<file path="src/rtl/regfile.sv">
// 32 x 32-bit MIPS-style register file: two combinational read ports, one clocked write port, r0 fixed at zero.
// Optional write-to-read forwarding is enabled by defining REGFILE_WR_BYPASS_EN.
module regfile #(
    parameter int DATA_W = 32,
    parameter int ADDR_W = 5
) (
    input  logic              clk,
    input  logic              rst,
    input  logic              we,
    input  logic [ADDR_W-1:0] raddr1,
    input  logic [ADDR_W-1:0] raddr2,
    input  logic [ADDR_W-1:0] waddr,
    input  logic [DATA_W-1:0] wdata,
    output logic [DATA_W-1:0] rdata1,
    output logic [DATA_W-1:0] rdata2
);

    localparam int DEPTH = 1 << ADDR_W;

    logic [DATA_W-1:0] regs_q [DEPTH];
    logic [DATA_W-1:0] regs_d [DEPTH];
    logic              wr_en_s;

    assign wr_en_s = rst && we && (waddr != {ADDR_W{1'b0}});

    // Next-state: reset clears everything and drops the write; r0 is never written
    always_comb begin
        regs_d = regs_q;
        if (!rst) begin
            for (int i = 0; i < DEPTH; i++) begin
                regs_d[i] = {DATA_W{1'b0}};
            end
        end else if (wr_en_s) begin
            regs_d[waddr] = wdata;
        end else begin
            regs_d = regs_q;
        end
        regs_d[0] = {DATA_W{1'b0}};
    end

    // Storage update on the rising edge
    always_ff @(posedge clk) begin
        regs_q <= regs_d;
    end

    // Read port 1: address 0 is forced to zero so it is defined even before the first reset
    always_comb begin
        rdata1 = {DATA_W{1'b0}};
        if (raddr1 == {ADDR_W{1'b0}}) begin
            rdata1 = {DATA_W{1'b0}};
`ifdef REGFILE_WR_BYPASS_EN
        end else if (wr_en_s && (raddr1 == waddr)) begin
            rdata1 = wdata;
`endif
        end else begin
            rdata1 = regs_q[raddr1];
        end
    end

    // Read port 2: same decoding as port 1
    always_comb begin
        rdata2 = {DATA_W{1'b0}};
        if (raddr2 == {ADDR_W{1'b0}}) begin
            rdata2 = {DATA_W{1'b0}};
`ifdef REGFILE_WR_BYPASS_EN
        end else if (wr_en_s && (raddr2 == waddr)) begin
            rdata2 = wdata;
`endif
        end else begin
            rdata2 = regs_q[raddr2];
        end
    end

endmodule

</file>
<file path="config.mk">
export PLATFORM = sky130hd
export DESIGN_NAME = regfile
export DESIGN_NICKNAME = d
export VERILOG_FILES = /design/src/rtl/regfile.sv
export SDC_FILE = /design/constraint.sdc
export NUM_CORES = 2
export LEC_CHECK = 0
export CAP_MARGIN = 40
export CORE_MARGIN = 2
export CORE_UTILIZATION = 55
export DETAILED_ROUTE_END_ITERATION = 8
export GPL_TIMING_DRIVEN = 0
export PLACE_DENSITY = 0.72
export SYNTH_ARGS = -nofsm -noshare
export SYNTH_HDL_FRONTEND = slang
export SYNTH_SLANG_ARGS = --single-unit
export TNS_END_PERCENT = 5
</file>
<file path="constraint.sdc">
create_clock -name clk -period 2.52 [get_ports clk]
set_input_delay 0.504 -clock clk [delete_from_list [all_inputs] [get_ports clk]]
set_output_delay 0.504 -clock clk [all_outputs]
set_load 0.01 [all_outputs]
</file>
==> impl_metrics.yaml <==
sta:
  fin_crit_sh_pct: 136
  max_freq_mhz: 293
  skew_ps: 0
  finalSetupViolCount: 72
  rsz0062_at_grt: "yes"
  fin_ws_ps: -895
  setup_tns_ps: -29590
  hold_violations: 0
  period_needed_ps: 3420
  slew_violations: 0
  worst_slew_pin_slew_ps: 926
  maxSlewHeadroom_pct: 38.3
min_path:
  whs_path_depth: 4
  hp-class: "in -> reg"
  holdPathEnd: "regs_q[96]"
  min-delay-start: "waddr[1]"
clock_network:
  numClockSinks: 992
  path_clk_slew_ps: 60
  clk_latency_ps: 720
  cts.path.max_buffers: 3
  cts_tree: "built"
  cts_root_buf: "clkbuf_16"
  cts_made_buffers: 109
  cts_hold_buf: 0
  cts_max_level: 3
global_routing:
  grt_overflow: 0
  grt_pass1_vias: 45800
  grt_max_degree: 15
  grt_pass1_wl_um: 324000
  antenna_found_initial: 13
  grt_usage_pct: 46.0
power_and_ir_drop:
  irDropWorstVdd_mv: 0.551
  finalPower_mw: 37.6
  p_leak_nw: 21.5
  powerDensity_mw_per_mm2: 599
critical_path:
  critPathKind: "in -> out"
  r2r_setup_slack_ps: 1700
  arrival_ps: 2910
  rr_startpoint: "regs_q[779]"
  reg2reg_depth: 4
  critPathRequiredTime_ps: 2020
  crit-reg2reg-capture: "regs_q[779]"
  startpoint_type: "input pin"
  cp_max_fo: 6
  endpoint_kind: "output pin"
status:
  failed_checks: "negative setup slack"
  status: "complete, but fails checks"
cells_and_area:
  regMostFlops: "regs_q"
  layout-drive-gt1-share_pct: 22.1
  final_nets: 6234
  postLayoutCoreUtil_pct: 66.2
  syn_to_final_growth_pct: 19.4
  largest_reg_flops: 992
  top_regs: "regs_q: 992 flops"
placed_design:
  place.gp.congestion: 1.13
  io_buffers: 106
  place.detailed.hpwl_um: 188000
logic_synthesis:
  syn_avg_cell_area_um2: 8.98
  async_reset_ff_share_pct: 0
  ys_warn_count: 0
  ys_seq_elements: 992
  synth_top_area_cell: "dfxtp_1"
  syn_area_mm2: 0.0526
  synth_cell_type_count: 45
  yosys.area.top_type_share_pct: 37.7
  ys_top_cells_by_area: "dfxtp_1 (38%), mux4_2 (14%), nand2_1 (14%)"
  syn-num-nets: 5910
  syn_inst: 5860
  synth_flop_cell: "dfxtp_1"
  synth_edf_count: 0
  ys_seq_area_share_pct: 37.7
floorplanning:
  core-area_mm2: 0.0949
  ios: 114
  rows: 113
  dieWidth_um: 313
  dieArea_mm2: 0.0982
  die_h_um: 313
  initial_core_util_pct: 55.5
drt:
  num_vias: 48800
  route.detailed.vias_per_inst: 6.47
  routed_wl_um: 231000
  drt-initial-drc-count: 6882
  detail_route.wl_per_cell_um: 30.7
  postRouteAntennaNets: 0
  dr.pass1.iters: 8
  post-route-drc-count: 0
run:
  cap_viol_max_count: 0
cell type report:
class	instances	area, um^2
clock buffer	149	3090
clock inverter	49	825
tap	1265	1580
sequential	992	20000
multi-input combinational	4245	31500
timing repair buffer	216	1900
fill	7816	32000
inverter	1	5.00
antenna	3	7.51
buffer	619	3910
worst max-delay path, stage by stage:
cell	delay (ps)
buf_12	120
buf_12	190
buf_12	160
buf_6	130
buf_12	110
mux4_2	320
o211ai_1	550
nand4_1	500
buf_2	300
power breakdown:
group | internal [mW] | leakage, nW | switching, mW
combinational | 1.45 | 11.6 | 2.56
sequential | 15.7 | 8.04 | 0.0663
clock | 10.6 | 1.90 | 7.20
total | 27.8 | 21.5 | 9.83
cell usage after synthesis, types with 3 or more instances:
cell          n
nand4_1      36
dfxtp_1     992
buf_4        15
nand2b_1      9
nor2b_1       5
mux4_2      336
a221o_1      32
a22oi_1     124
nor2_1       41
nand3b_1      4
buf_2       217
nor3_1       33
or2_2         3
and3_1        7
o211ai_1     32
nand2_1    2003
nand3_1      47
clkbuf_1    366
a21boi_1    342
mux2_2       96
a21boi_0    650
or3_1        16
nor3_2       18
a2111oi_0    32
buf_6         9
mux2i_1     256
buf_1        15
a21oi_1       8
o22ai_1      96
routing by layer:
metal	GRT usage (%)	share of wire [%]
met5	0	0.025
met4	25.9	6.6
met3	16.0	13
met2	68.8	43
met1	58.1	37
layout by cell type, fill, tap and decap left out, types with 102 or more instances in the layout:
cell type / n
buf_4: 102
clkbuf_1: 319
mux2i_1: 248
buf_2: 178
dfxtp_1: 889
nand2_1: 2001
a21boi_1: 342
a21boi_0: 650
clkbuf_16: 113
mux4_2: 336
how the worst max path moves through the flow:
stage	from	endpoint	slack (ps)	cells after the start
after floorplan	raddr1[0]	rdata1[0]	90	6
after global placement	raddr1[1]	rdata1[8]	-2760	8
after detailed placement	raddr2[3]	rdata2[13]	-2510	8
after CTS	regs_q[811]	rdata1[11]	-720	4
after global routing	regs_q[800]	rdata1[0]	-860	4
final	raddr1[1]	rdata1[0]	-900	9
what timing repair did:
| item | 4_1_cts | 5_1_grt |
|---|---|---|
| setup endpoints to repair | 250 | 442 |
| resized for setup | 750 | 260 |
| cloned | 2 | 2 |
| pin swaps | 56 | 59 |
| setup buffers | 22 | 32 |
stage by stage:
step | setup WS (ps) | instance area [um^2] | cells | hold slack (ps)
after floorplan | 86.7 | 52600 | 5860 | 442
after global placement | -2760 | 55300 | 7231 | 450
after detailed placement | -2510 | 55800 | 7283 | 461
after CTS | -721 | 61800 | 7503 | 257
after global routing | -856 | 62800 | 7537 | 303
final | -895 | 62800 | 7539 | 289
cells by family after synthesis:
| group | count (synthesis) | synth area share (%) |
|---|---|---|
| buffers and inverters | 623 | 5.19 |
| DFF | 992 | 37.7 |
| AOI/OAI and AO/OA | 1316 | 18.7 |
| and+or+nand+nor | 2241 | 17.0 |
| muxes | 688 | 21.3 |
(Power assumes the default switching activity.)
